**config.mk**
```make
export PLATFORM = sky130hd
export DESIGN_NAME = clk_div_prog
export DESIGN_NICKNAME = d
export VERILOG_FILES = /design/src/rtl/clk_div_prog.sv
export SDC_FILE = /design/constraint.sdc
export NUM_CORES = 1
export LEC_CHECK = 0
export BUFFER_PORTS_ARGS = -buffer_cell sky130_fd_sc_hd__buf_2
export CELL_PAD_IN_SITES_DETAIL_PLACEMENT = 0
export CELL_PAD_IN_SITES_GLOBAL_PLACEMENT = 1
export CORE_MARGIN = 1
export CORE_UTILIZATION = 40
export CTS_CLUSTER_DIAMETER = 40
export DETAILED_ROUTE_END_ITERATION = 12
export GPL_TIMING_DRIVEN = 0
export PLACE_DENSITY = 0.69
export SYNTH_ARGS = -nofsm -noshare
export SYNTH_HDL_FRONTEND = slang
export SYNTH_SLANG_ARGS = --single-unit
```
**constraint.sdc**
```tcl
create_clock -name clk_in -period 3.95 [get_ports clk_in]
set_input_delay 0.79 -clock clk_in [delete_from_list [all_inputs] [get_ports clk_in]]
set_output_delay 0.79 -clock clk_in [all_outputs]
set_load 0.02 [all_outputs]
```
**src/rtl/clk_div_prog.sv**
```systemverilog
// -----------------------------------------------------------------------------
// clk_div_prog
//   Runtime-programmable integer clock divider. It produces a 50 % duty divided
//   clock for any divisor from 2 to 2^WIDTH-1, odd or even. It also has run/stop
//   control and a divisor change that is free of glitches because it only takes
//   effect at a period boundary. A one-cycle tick marks each rising edge of
//   clk_out, so logic in the clk_in domain never has to sample the divided clock.
//
// Ports
//   clk_in      in   source clock (posedge state, negedge odd half-cycle reg)
//   rst         in   asynchronous active-low reset
//   en          in   run enable, sampled on posedge clk_in
//   div_val     in   [WIDTH-1:0] new divisor N
//   div_load    in   single-cycle request to capture div_val
//   clk_out     out  divided clock, period N x clk_in
//   tick        out  one-cycle pulse with each clk_out rising edge
//   div_pending out  a captured divisor waits for the next period start
//   div_err     out  one-cycle pulse on a rejected load (div_val < 2)
// -----------------------------------------------------------------------------
module clk_div_prog #(
    parameter int WIDTH     = 8,
    parameter int DIV_RESET = 2
) (
    input  logic             clk_in,
    input  logic             rst,
    input  logic             en,
    input  logic [WIDTH-1:0] div_val,
    input  logic             div_load,
    output logic             clk_out,
    output logic             tick,
    output logic             div_pending,
    output logic             div_err
);

    localparam logic [WIDTH-1:0] ZERO_C  = {WIDTH{1'b0}};
    localparam logic [WIDTH-1:0] ONE_C   = {{(WIDTH-1){1'b0}}, 1'b1};
    localparam logic [WIDTH-1:0] TWO_C   = {{(WIDTH-2){1'b0}}, 2'b10};
    localparam logic [WIDTH-1:0] RESET_C = WIDTH'(DIV_RESET);

    typedef enum logic [0:0] {
        ST_IDLE = 1'b0,
        ST_RUN  = 1'b1
    } state_t;

    state_t           state_r,   state_nxt_s;
    logic [WIDTH-1:0] cur_n_r,   cur_n_s;
    logic [WIDTH-1:0] nxt_n_r,   nxt_n_s;
    logic             nxt_vld_r, nxt_vld_s;
    logic [WIDTH-1:0] cnt_r,     cnt_s;
    logic             pos_r,     pos_s;
    logic             tick_r,    tick_s;
    logic             err_r,     err_s;
    logic             neg_r;

    logic             last_s;      // counter is at cur_n-1 (wrap edge pending)
    logic             start_s;     // this edge begins a new period
    logic [WIDTH-1:0] cnt_inc_s;
    logic [WIDTH-1:0] half_s;

    assign last_s    = (cnt_r == (cur_n_r - ONE_C));
    assign cnt_inc_s = cnt_r + ONE_C;
    assign half_s    = cur_n_r >> 1;

    // Next-state logic: run/stop sequencing, counter, divisor apply and load.
    always_comb begin
        state_nxt_s = state_r;
        cur_n_s     = cur_n_r;
        nxt_n_s     = nxt_n_r;
        nxt_vld_s   = nxt_vld_r;
        cnt_s       = cnt_r;
        pos_s       = pos_r;
        tick_s      = 1'b0;
        err_s       = 1'b0;
        start_s     = 1'b0;

        case (state_r)
            ST_IDLE: begin
                cnt_s = ZERO_C;
                pos_s = 1'b0;
                if (en) begin
                    state_nxt_s = ST_RUN;
                    start_s     = 1'b1;
                end else begin
                    state_nxt_s = ST_IDLE;
                end
            end
            ST_RUN: begin
                if (last_s) begin
                    // en is only looked at here, so a mid-period drop
                    // never truncates the current period.
                    cnt_s = ZERO_C;
                    if (en) begin
                        state_nxt_s = ST_RUN;
                        start_s     = 1'b1;
                    end else begin
                        state_nxt_s = ST_IDLE;
                        pos_s       = 1'b0;
                    end
                end else begin
                    state_nxt_s = ST_RUN;
                    cnt_s       = cnt_inc_s;
                    pos_s       = (cnt_inc_s < half_s);
                end
            end
            default: begin
                state_nxt_s = ST_IDLE;
                cnt_s       = ZERO_C;
                pos_s       = 1'b0;
            end
        endcase

        // A period start always begins high: floor(N/2) >= 1 for any N >= 2.
        if (start_s) begin
            pos_s  = 1'b1;
            tick_s = 1'b1;
            if (nxt_vld_r) begin
                cur_n_s   = nxt_n_r;
                nxt_vld_s = 1'b0;
            end else begin
                cur_n_s = cur_n_r;
            end
        end else begin
            tick_s = 1'b0;
        end

        // The load is evaluated after the apply, so a load on a period-start
        // edge becomes the new pending value while the old one is consumed.
        if (div_load) begin
            if (div_val < TWO_C) begin
                err_s = 1'b1;
            end else begin
                nxt_n_s   = div_val;
                nxt_vld_s = 1'b1;
            end
        end else begin
            err_s = 1'b0;
        end
    end

    // Posedge state register.
    always_ff @(posedge clk_in or negedge rst) begin
        if (!rst) begin
            state_r   <= ST_IDLE;
            cur_n_r   <= RESET_C;
            nxt_n_r   <= RESET_C;
            nxt_vld_r <= 1'b0;
            cnt_r     <= ZERO_C;
            pos_r     <= 1'b0;
            tick_r    <= 1'b0;
            err_r     <= 1'b0;
        end else begin
            state_r   <= state_nxt_s;
            cur_n_r   <= cur_n_s;
            nxt_n_r   <= nxt_n_s;
            nxt_vld_r <= nxt_vld_s;
            cnt_r     <= cnt_s;
            pos_r     <= pos_s;
            tick_r    <= tick_s;
            err_r     <= err_s;
        end
    end

    // Odd-divisor half-cycle stretch: delays pos_r by half a clk_in period so
    // the OR below adds exactly 0.5 cycle of high time.
    always_ff @(negedge clk_in or negedge rst) begin
        if (!rst) begin
            neg_r <= 1'b0;
        end else if (cur_n_r[0]) begin
            neg_r <= pos_r;
        end else begin
            neg_r <= 1'b0;
        end
    end

    assign clk_out     = pos_r | neg_r;
    assign tick        = tick_r;
    assign div_pending = nxt_vld_r;
    assign div_err     = err_r;

endmodule
```
# == Word level (Yosys, flattened, before mapping) ==
# Cells that the tools add are included.
# word_totals
word_cells,38
output_inout_bits,4
input_bits,12
register_bits,30
# classes
n_reduce_logical,2
muxes,18
addsub,2
n_bitwise,3
eq_ne,2
magnitude_cmp,2
# ops
cell,n
8-bit case mux with 2 select lines,1
1-bit two-way mux,13
8-bit by 1-bit adder with 8-bit output (second input constant),1
8-bit equality test,1
8-bit by 2-bit less-than comparator with 1-bit output (second input constant),1
8-bit by 7-bit less-than comparator with 1-bit output,1
8-bit two-way mux,1
8-bit by 1-bit subtractor with 8-bit output (second input constant),1
1-bit case mux with 2 select lines,3
4-bit by 3-bit inequality test with 1-bit output (second input constant),1
2-bit AND reduction,2
1-bit inverter,2
1-bit OR,1

# == Logic depth before layout (Yosys ltp) ==
# Gate-level depths: netlist of the first run.
# logic_depth
ltp_word,7
depth_mapped,8
mapped_depth_nobuf,8

==> impl_results.rst, run 1 <==
.. list-table::
   :header-rows: 1

   * - Metric
     - Value
   * - Result of the run
     - complete, no violations
   * - Length in cells of the worst reg-to-reg path
     - 1
   * - Delay of the slowest cell on the worst path
     - around 0.31 ns
   * - Total global-route track usage
     - 0.154
   * - Count of endpoints failing setup in the final report
     - 0
   * - Setup total negative slack
     - 0 ns
   * - Cell count after synthesis
     - 152
   * - Data required time of the critical path
     - between 3 and 4 ns
   * - Flip-flop and latch count after synthesis
     - 30
   * - Routed vias/inst
     - around 5.0
   * - Element type at the critical path start
     - register
   * - Initial Util
     - 0.425
   * - Sequential cell area
     - roughly 750 um^2
   * - Share of the core filled with cells in the final layout
     - 0.482
   * - Area of the multi-input gates
     - between 700 and 800 um^2
   * - Multiplexer share of the synthesized area
     - 0.0641
   * - Number of remaining DRC errors
     - 0
   * - Global-route met3 utilization
     - 0.0475
   * - Library cell occupying the most area in the post-synthesis netlist
     - dfrtp_1
   * - Sw power
     - roughly 130 uW
   * - Boundary Pins
     - 16
   * - Synthesized area
     - ~0.0016 mm^2
   * - Number of warnings printed during yosys synthesis
     - 0
   * - Adder-Cell Fraction of Synth Area
     - 0.0633
   * - Total detailed-routing wirelength
     - roughly 2800 um
   * - Diode insertion count for antenna repair
     - 0
   * - Initial detailed-routing violation count
     - 39
   * - GR Layer Usage met2
     - 0.224
   * - Post-synthesis to final-layout area growth
     - 13.5%
   * - Area of the die
     - around 0.0042 mm^2
   * - Fill cell total of the finished layout
     - 344
   * - Type of the most critical hold path
     - reg -> reg
   * - Relative contribution of the clock network to total power
     - 0.406
   * - Total of cells resized after clock tree synthesis
     - 0
   * - CTS H-tree lvls
     - 2
   * - Max Transition Viols Final
     - 0
   * - Type of the worst setup path
     - reg -> out
   * - Max transition margin
     - 0.565
   * - R2r endpoint
     - neg_r
   * - Leading cell types by total area after synthesis
     - dfrtp_1, xnor2_1, ha_1, nand2_1, mux2_1
   * - Complex-gate fraction of the synthesized area
     - 0.0926
   * - Worst slew pin tran
     - between 0.6 and 0.7 ns
   * - CP startpoint
     - neg_r
   * - Port-buffer cells
     - 14
   * - Final setup skew
     - 0.00864 ns
   * - RSZ-0062 raised after global routing
     - false
   * - Count of cells along the worst hold path
     - 2
   * - Ratio of total power to cell area
     - between 300 and 400 mW/mm^2
   * - Total number of placement rows
     - 22
   * - Avg WL per Cell
     - ~12 um
   * - Met1 Usage GRT
     - 0.205
   * - Post-synth net total
     - 172
   * - Final Net Count
     - 193
   * - Estimated wirelength of the detail-placed design
     - ~2100 um
   * - Critical path endpoint category
     - primary output
   * - Maximum fanout along the worst path
     - 1
   * - Cell Chain, Critical Path
     - or2_2 -> buf_2
   * - Comb power frac
     - 0.040
   * - Hold-critical path endpoint
     - nxt_n_r[1]
   * - Pin count of the biggest net entering global routing
     - 31
   * - Number of iterations in the first detailed-routing pass
     - 7
   * - Fraction of synthesized cell area taken by the top area cell type
     - 0.428
   * - Data arrival time of the worst path
     - about 3 ns
   * - Final hold slack
     - 0.464 ns
   * - Fraction of power spent switching nets
     - 0.227
   * - Number of buffers inserted by hold repair at cts
     - 0
   * - Total clock sinks
     - 30
   * - Power share of the sequential group
     - 0.554
   * - Final estimated routing congestion in global placement
     - 0.812
   * - Aggregate global routing overflow
     - 0
   * - Vias post-DR
     - 1,119
   * - Hold violation count in the final report
     - 0
   * - Mean Syn Cell Area
     - about 10 um^2
   * - Xor and xnor fraction of the mapped netlist area
     - 0.0776
   * - Core ar.
     - ~0.0037 mm^2
   * - Critical R2R Launch
     - cur_n_r[0]
   * - Clock buffers created by TritonCTS
     - 5
   * - Distinct cell type count after synthesis
     - 37
   * - Share of the yosys chip area belonging to registers
     - 0.477
   * - R2R setup slack
     - roughly 1.3 ns
   * - Pleak
     - 0.000864 uW
   * - Antenna Nets Post-Route
     - 0
   * - Simple-gate share of the synthesized area
     - 0.188
   * - Post-CTS setup buffer count
     - 0
   * - Antenna violations before repair
     - 0
   * - Dominant combinational cell family by area after synthesis
     - simple AND/OR/NAND/NOR gates
   * - Max-capacitance violation count
     - 0
   * - CP max-delay cell
     - dfrtn_1
   * - Die Span X
     - about 65 um
   * - CTS tree
     - built
   * - Worst skew pair latency
     - about 0.29 ns
   * - Die Y-Extent
     - roughly 65 um
   * - Ratio of cells with drive above 1 in the final layout
     - 0.201
   * - Maximum buffer depth of the clock tree
     - 2
   * - Wire length of the first global-routing pass
     - ~4800 um
   * - Launch instance of the worst min-delay path
     - nxt_n_r[1]
   * - Most Used Layer, Global Route
     - met2
   * - Clock slew at reported path FFs
     - around 0.06 ns
   * - Cell-internal power
     - between 400 and 500 uW
   * - Vias in the first global route
     - 1,044
   * - Root buffer cell
     - clkbuf_8
   * - Worst supply voltage drop on vdd
     - around 160 uV
-- placed cells by master (no fill, tap or decap), types with 4 or more instances in the layout --
master    instances
nor2_1            5
mux2_1            5
nand3_1           4
mux2_2            4
inv_1            11
ha_1              8
dfrtp_1          27
clkbuf_8          5
nand2_1          25
nor2b_1           6
xnor2_1          12
buf_2            17
-- layout make-up --
type,count,share of cell area
multi-input cells,107,0.428
clock inverters,2,0.00558
plain buffers,4,0.0105
flip-flops and latches,30,0.420
inverters,11,0.0230
repair buffers,14,0.0391
clock buffers,6,0.0405
well taps,48,0.0335
-- registers in the layout (all words and copies together), names as in the netlist --
register and flops:
cnt_r 8, cur_n_r 8, nxt_n_r 8, div_err 1, div_pending 1, neg_r 1
pos_r 1, state_r 1, tick 1
-- power groups by stage --
stage / combinational, uW / clock [uW] / sequential, uW
5_1_grt: 27.2 / 258 / 320
2_1_floorplan: 9.66 / 0 / 324
4_1_cts: 23.9 / 244 / 320
6_report: 22.9 / 234 / 320
3_3_place_gp: 23.2 / 0 / 325
3_5_place_dp: 23.8 / 0 / 325
-- critical path, delay by kind of cell (launching register included) --
| family | cells | cell delay (ns) |
|---|---|---|
| buffers and inverters | 1 | 0.16 |
| and+or+nand+nor | 1 | 0.26 |
| DFF | 1 | 0.31 |
-- synth_stat cells --
cell type	number
xnor2_1	12
nor3_2	1
nand3b_1	2
or3_1	2
clkbuf_1	1
o211ai_1	1
o21ai_0	3
nand3_4	1
nor2b_1	6
a211oi_1	2
nand2b_1	3
ha_1	8
o22ai_1	1
nor2_1	5
nor3_1	3
a22o_1	2
dfrtn_1	1
buf_2	3
a21oi_1	3
a31oi_1	1
nor4_1	2
xor2_1	2
o211a_1	1
inv_1	11
and2_1	1
mux2_1	5
a221oi_1	1
nand3_1	4
a31o_2	1
and3_1	2
mux2_2	4
o41ai_4	1
or2_2	1
nand2_1	25
dfstp_2	2
dfrtp_1	27
o31a_1	1
-- kinds of logic (layout without fill, tap and decap cells) --
group           count (synthesis)  count (layout)
buf+inv                        15              37
mux                             9               9
simple gates                   58              58
xor+xnor                       14              14
fa+ha+maj                       8               8
flops                          30              30
compound gates                 18              18
-- through the flow --
step | instances | setup WS [ns] | total power [uW] | cell area, um^2
2_1_floorplan | 152 | 0.564 | 333 | 1580
3_3_place_gp | 214 | 0.469 | 348 | 1710
5_1_grt | 222 | 0.123 | 605 | 1790
3_5_place_dp | 214 | 0.471 | 349 | 1710
4_1_cts | 222 | 0.161 | 587 | 1790
6_report | 222 | 0.170 | 577 | 1790
-- routing by layer --
metal  vias up  share of wire
li1        555              -
met2        21           0.45
met3         5          0.049
met5         -              0
met4         0          0.018
met1       538           0.48
-- how the worst max path moves through the flow --
stage	to	slack [ns]	cells after the start
after floorplan	clk_out	0.56	1
after global placement	clk_out	0.47	2
after detailed placement	clk_out	0.47	2
after CTS	clk_out	0.16	2
after global routing	clk_out	0.12	2
final	clk_out	0.17	2
Note: power is estimated with default switching activity, not from simulation.
==> run 2, diff against run 1 <==
==> config.mk (replaced) <==
export PLATFORM = sky130hd
export DESIGN_NAME = clk_div_prog
export DESIGN_NICKNAME = d
export VERILOG_FILES = /design/src/rtl/clk_div_prog.sv
export SDC_FILE = /design/constraint.sdc
export NUM_CORES = 1
export LEC_CHECK = 0
export BUFFER_PORTS_ARGS = -buffer_cell sky130_fd_sc_hd__buf_2
export CORE_MARGIN = 1
export CORE_UTILIZATION = 40
export CTS_CLUSTER_DIAMETER = 40
export DETAILED_ROUTE_END_ITERATION = 12
export GPL_TIMING_DRIVEN = 0
export PLACE_DENSITY = 0.57
export SYNTH_ARGS = -nofsm -noshare
export SYNTH_HDL_FRONTEND = slang
export SYNTH_SLANG_ARGS = --single-unit
==> impl_results.rst, run 2 (synthesis results as in run 1) <==
.. list-table::
   :header-rows: 1

   * - Metric
     - Value
   * - Result of the run
     - complete, no violations
   * - Type of the most critical hold path
     - reg -> reg
   * - Final Net Count
     - 193 (unchanged)
   * - Cell total after placement
     - 214 (unchanged)
   * - Diode insertion count for antenna repair
     - 0 (unchanged)
   * - Die Y-Extent
     - 64.9 um (unchanged)
   * - Share of the core filled with cells in the final layout
     - 0.486 (+0.00337)
   * - Estimated wirelength of the detail-placed design
     - 2160 um (+3.0%)
   * - Aggregate global routing overflow
     - 0 (unchanged)
   * - Critical path endpoint category
     - primary output
   * - Hold violation count in the final report
     - 0 (unchanged)
   * - Type of the worst setup path
     - reg -> out
   * - Max transition margin
     - 0.564 (-0.000885)
   * - Maximum fanout along the worst path
     - 1 (unchanged)
   * - Avg WL per Cell
     - 12.9 um (+4.0%)
   * - Total clock sinks
     - 30 (unchanged)
   * - Pin count of the biggest net entering global routing
     - 31 (unchanged)
   * - Ratio of cells with drive above 1 in the final layout
     - 0.207 (+0.00575)
   * - Setup total negative slack
     - 0 ns (unchanged)
   * - Length in cells of the worst reg-to-reg path
     - 1 (unchanged)
   * - Post-synthesis to final-layout area growth
     - 14.3%
   * - Maximum buffer depth of the clock tree
     - 2 (unchanged)
   * - Number of remaining DRC errors
     - 0 (unchanged)
   * - Clock slew at reported path FFs
     - 0.06 ns (about the same)
   * - Initial detailed-routing violation count
     - 75 (+92%)
   * - Wire length of the first global-routing pass
     - 5100 um (+5.9%)
   * - RSZ-0062 raised after global routing
     - false
   * - CTS H-tree lvls
     - 2 (unchanged)
   * - Max Transition Viols Final
     - 0 (unchanged)
   * - Count of cells along the worst hold path
     - 2 (unchanged)
   * - Antenna Nets Post-Route
     - 0 (unchanged)
   * - Total global-route track usage
     - 0.164 (+0.00969)
   * - Final setup skew
     - 0.00905 ns (+0.000411 ns)
   * - Vias in the first global route
     - 1,130 (+8.2%)
   * - Max-capacitance violation count
     - 0 (unchanged)
   * - Ratio of total power to cell area
     - 334 mW/mm^2 (+3.7%)
   * - Commonest non-fill, non-tap cells in the layout
     - dfrtp_1, nand2_1, buf_2
   * - Element type at the critical path start
     - register
   * - Summed area of non-filler cells in the final layout
     - 0.00181 mm^2 (+0.70%)
   * - Routed vias/inst
     - 5.00 (-0.71%)
   * - Total number of placement rows
     - 22 (unchanged)
   * - Final hold slack
     - 0.461 ns (-0.00232 ns)
   * - Data required time of the critical path
     - 3.16 ns (about the same)
   * - Total detailed-routing wirelength
     - 2860 um (+4.0%)
   * - Worst supply voltage drop on vdd
     - 215 uV (+31%)
   * - CTS tree
     - built
   * - Antenna violations before repair
     - 0 (unchanged)
   * - Count of endpoints failing setup in the final report
     - 0 (unchanged)
   * - Root buffer cell
     - clkbuf_8
   * - Vias post-DR
     - 1,111 (-0.71%)
   * - Port-buffer cells
     - 14 (unchanged)
   * - Area of the die
     - 0.00421 mm^2 (unchanged)
   * - Registers with the most flip-flops
     - cnt_r (8), cur_n_r (8), nxt_n_r (8)
   * - Number of buffers inserted by hold repair at cts
     - 0 (unchanged)
   * - Pleak
     - 0.000866 uW (+0.26%)
   * - Fin cells
     - 222 (unchanged)
   * - Total of cells resized after clock tree synthesis
     - 0 (unchanged)
   * - Number of iterations in the first detailed-routing pass
     - 4 (-3)
   * - Core ar.
     - 0.00372 mm^2 (unchanged)
   * - Clock buffers created by TritonCTS
     - 5 (unchanged)
   * - Initial Util
     - 0.425 (unchanged)
   * - Most common cell after layout, fill and taps aside
     - dfrtp_1
   * - Placed instance area
     - 0.00171 mm^2 (unchanged)
   * - Worst slew pin tran
     - 0.654 ns (+0.00133 ns)
   * - Data arrival time of the worst path
     - 2.99 ns (about the same)
   * - Post-CTS setup buffer count
     - 0 (unchanged)
   * - Die Span X
     - 64.9 um (unchanged)
   * - Worst skew pair latency
     - 0.29 ns (about the same)
   * - Boundary Pins
     - 16 (unchanged)
   * - Final estimated routing congestion in global placement
     - 0.765 (-5.8%)
[run 2: cell types whose count changed in the layout (fill, tap and decap cells not counted)]
cell,change
clkinv_2,-1
clkbuf_8,+1
clkinvlp_4,+1
clkbuf_1,-1
[run 2: worst max-delay path: stages, from the launching register on]
cell and delay, ns:
dfrtn_1 0.31, or2_2 0.26, buf_2 0.16
[run 2: path summary, 6_finish.rpt]
check / from / end / slack (ns)
worst max-delay path: neg_r / clk_out / 0.17
worst min-delay path: nxt_n_r[1] / nxt_n_r[1] / 0.46
worst max register to register: cur_n_r[0] / neg_r / 1.24
worst min register to register: nxt_n_r[1] / nxt_n_r[1] / 0.46
max in group asynchronous: rst / neg_r / 1.11
min in group asynchronous: rst / cnt_r[4] / 0.53
[run 2: layout make-up]
cell class	instances	area [um^2]
timing repair buffer	14	70.1
clock buffer	6	82.6
inverter	11	41.3
tap	48	60.1
multi-input combinational	107	767
fill	373	1910
clock inverter	2	12.5
sequential	30	753
buffer	4	18.8
[run 2: through the flow]
stage | setup WS, ns | total power (uW)
after CTS | 0.158 | 609
after floorplan | 0.564 | 333
after global placement | 0.469 | 348
after detailed placement | 0.471 | 350
final | 0.166 | 603
after global routing | 0.106 | 624
[run 2: metal layers]
layer / routed length, um / vias up / track usage
met4: 53 / 0 / 0.0750
met1: 1270 / 526 / 0.198
li1: - / 557 / -
met3: 106 / 8 / 0.0475
met2: 1430 / 20 / 0.266
met5: 0 / - / 0
[run 2: where the power goes]
part / switching, uW / internal, uW
sequential: 4.13 / 316
clock: 120 / 140
combinational: 14.4 / 8.48
total: 139 / 464
==> run 3, diff against run 2 <==
--- a/config.mk
+++ b/config.mk
@@ -7,11 +7,11 @@
 export LEC_CHECK = 0
 export BUFFER_PORTS_ARGS = -buffer_cell sky130_fd_sc_hd__buf_2
 export CORE_MARGIN = 1
-export CORE_UTILIZATION = 40
+export CORE_UTILIZATION = 62
 export CTS_CLUSTER_DIAMETER = 40
 export DETAILED_ROUTE_END_ITERATION = 12
 export GPL_TIMING_DRIVEN = 0
-export PLACE_DENSITY = 0.57
+export PLACE_DENSITY_LB_ADDON = 0.1
 export SYNTH_ARGS = -nofsm -noshare
 export SYNTH_HDL_FRONTEND = slang
 export SYNTH_SLANG_ARGS = --single-unit
==> impl_results.rst, run 3 (synthesis results as in run 1) <==
.. list-table::
   :header-rows: 1

   * - Metric
     - Value
   * - Result of the run
     - complete, no violations
   * - Worst slew pin tran
     - 0.648 ns (-0.00612 ns)
   * - Antenna Nets Post-Route
     - 0 (unchanged)
   * - Data arrival time of the worst path
     - 3.03 ns (+0.04 ns)
   * - Die Y-Extent
     - 52.5 um (-19%)
   * - Hold violation count in the final report
     - 0 (unchanged)
   * - Routed vias/inst
     - 5.51 (+10%)
   * - Max transition margin
     - 0.568 (+0.00408)
   * - Critical path endpoint category
     - primary output
   * - Max-capacitance violation count
     - 0 (unchanged)
   * - Type of the most critical hold path
     - reg -> reg
   * - Fill cell total of the finished layout
     - 166 (-55%)
   * - Area of the multi-input gates
     - 767 um^2 (unchanged)
   * - Final Net Count
     - 193 (unchanged)
   * - Clock slew at reported path FFs
     - 0.09 ns (+0.03 ns)
   * - Share of the core filled with cells in the final layout
     - 0.756 (+0.270)
   * - Diode insertion count for antenna repair
     - 0 (unchanged)
   * - Max Transition Viols Final
     - 0 (unchanged)
   * - Setup total negative slack
     - 0 ns (unchanged)
   * - Pin count of the biggest net entering global routing
     - 31 (unchanged)
   * - Total number of placement rows
     - 17 (-23%)
   * - Worst supply voltage drop on vdd
     - 349 uV (+63%)
   * - Die Span X
     - 52.5 um (-19%)
   * - Final estimated routing congestion in global placement
     - 0.787 (+2.9%)
   * - Maximum buffer depth of the clock tree
     - 2 (unchanged)
   * - Total of cells resized after clock tree synthesis
     - 0 (unchanged)
   * - Count of endpoints failing setup in the final report
     - 0 (unchanged)
   * - Vias post-DR
     - 1,114 (+0.27%)
   * - Type of the worst setup path
     - reg -> out
   * - Final hold slack
     - 0.465 ns (+0.00391 ns)
   * - Antenna violations before repair
     - 0 (unchanged)
   * - Number of iterations in the first detailed-routing pass
     - 4 (unchanged)
   * - Fin worst setup slack
     - 0.134 ns (-0.0319 ns)
   * - Wire length of the first global-routing pass
     - 5240 um (+2.8%)
   * - Estimated wirelength of the detail-placed design
     - 2380 um (+10%)
   * - Ratio of cells with drive above 1 in the final layout
     - 0.201 (-0.00575)
   * - Element type at the critical path start
     - register
   * - Data required time of the critical path
     - 3.16 ns (about the same)
   * - Clock buffers created by TritonCTS
     - 5 (unchanged)
   * - Post-synthesis to final-layout area growth
     - 9.90%
   * - Commonest non-fill, non-tap cells in the layout
     - dfrtp_1, nand2_1, buf_2
   * - Boundary Pins
     - 16 (unchanged)
   * - Area of the die
     - 0.00275 mm^2 (-35%)
   * - Sequential cell area
     - 753 um^2 (unchanged)
   * - Number of buffers inserted by hold repair at cts
     - 0 (unchanged)
   * - Initial Util
     - 0.688 (+0.263)
   * - Core ar.
     - 0.00230 mm^2 (-38%)
   * - Ratio of total power to cell area
     - 295 mW/mm^2 (-12%)
   * - Number of remaining DRC errors
     - 0 (unchanged)
   * - CTS H-tree lvls
     - 2 (unchanged)
   * - Avg WL per Cell
     - 15.1 um (+17%)
   * - Pre-CTS setup slack
     - 0.464 ns (-0.00672 ns)
   * - Root buffer cell
     - clkbuf_4
   * - Aggregate global routing overflow
     - 0 (unchanged)
   * - Post-CTS setup buffer count
     - 0 (unchanged)
   * - Final setup skew
     - 0.0106 ns (+0.00159 ns)
   * - Most common cell after layout, fill and taps aside
     - dfrtp_1
   * - Pleak
     - 0.000851 uW (-1.8%)
   * - Registers with the most flip-flops
     - cnt_r (8), cur_n_r (8), nxt_n_r (8)
   * - Port-buffer cells
     - 14 (unchanged)
   * - Total clock sinks
     - 30 (unchanged)
   * - Vias in the first global route
     - 1,139 (+0.80%)
   * - CTS tree
     - built
   * - Initial detailed-routing violation count
     - 13 (-83%)
   * - Worst skew pair latency
     - 0.32 ns (+0.03 ns)
   * - Total detailed-routing wirelength
     - 3060 um (+6.8%)
   * - Maximum fanout along the worst path
     - 1 (unchanged)
   * - RSZ-0062 raised after global routing
     - false
   * - Total global-route track usage
     - 0.279 (+0.116)
-- run 3: cell types whose count changed in the layout (fill, tap and decap cells not counted), sizes merged --
| cell | delta |
|---|---|
| clkinv | +1 |
| clkinvlp | -1 |
-- run 3: power breakdown --
group | switching, uW | total, uW | internal, uW
Clock | 101 | 168 | 67.7
Sequential | 4.17 | 319 | 315
Combinational | 15.6 | 24.1 | 8.51
-- run 3: worst paths after layout --
check | from | end | slack [ns] | depth (start not counted)
setup / recovery | neg_r | clk_out | 0.13 | 2
min in group asynchronous | rst | state_r | 0.49 | 1
hold reg to reg | nxt_n_r[1] | nxt_n_r[1] | 0.47 | 2
hold / removal | nxt_n_r[1] | nxt_n_r[1] | 0.47 | 2
setup reg to reg | cur_n_r[0] | neg_r | 1.20 | 1
max in group asynchronous | rst | neg_r | 1.15 | 1
-- run 3: metrics by stage --
step | instance area [um^2] | power [uW] | std cells
after floorplan | 1580 | 333 | 152
after detailed placement | 1690 | 350 | 194
final | 1740 | 512 | 202
after global routing | 1740 | 538 | 202
after global placement | 1690 | 348 | 194
after CTS | 1740 | 515 | 202
-- run 3: worst max-delay path, stage by stage, from the launching register on --
cell and delay (ns):
dfrtn_1 0.32, or2_2 0.26, buf_2 0.16
-- run 3: per-layer routing --
layer	wire length, um	vias up	global-route usage
met4	12	0	0.0526
met2	1550	13	0.458
met1	1420	545	0.359
li1	-	553	-
met3	70	3	0.0957
met5	0	-	0
-- run 3: cell type report --
class / instances / area share
plain buffers: 4 / 0.0108
inverters: 11 / 0.0238
repair buffers: 14 / 0.0403
flip-flops and latches: 30 / 0.434
clock buffers: 6 / 0.0238
well taps: 28 / 0.0202
multi-input cells: 107 / 0.442
clock inverters: 2 / 0.00576
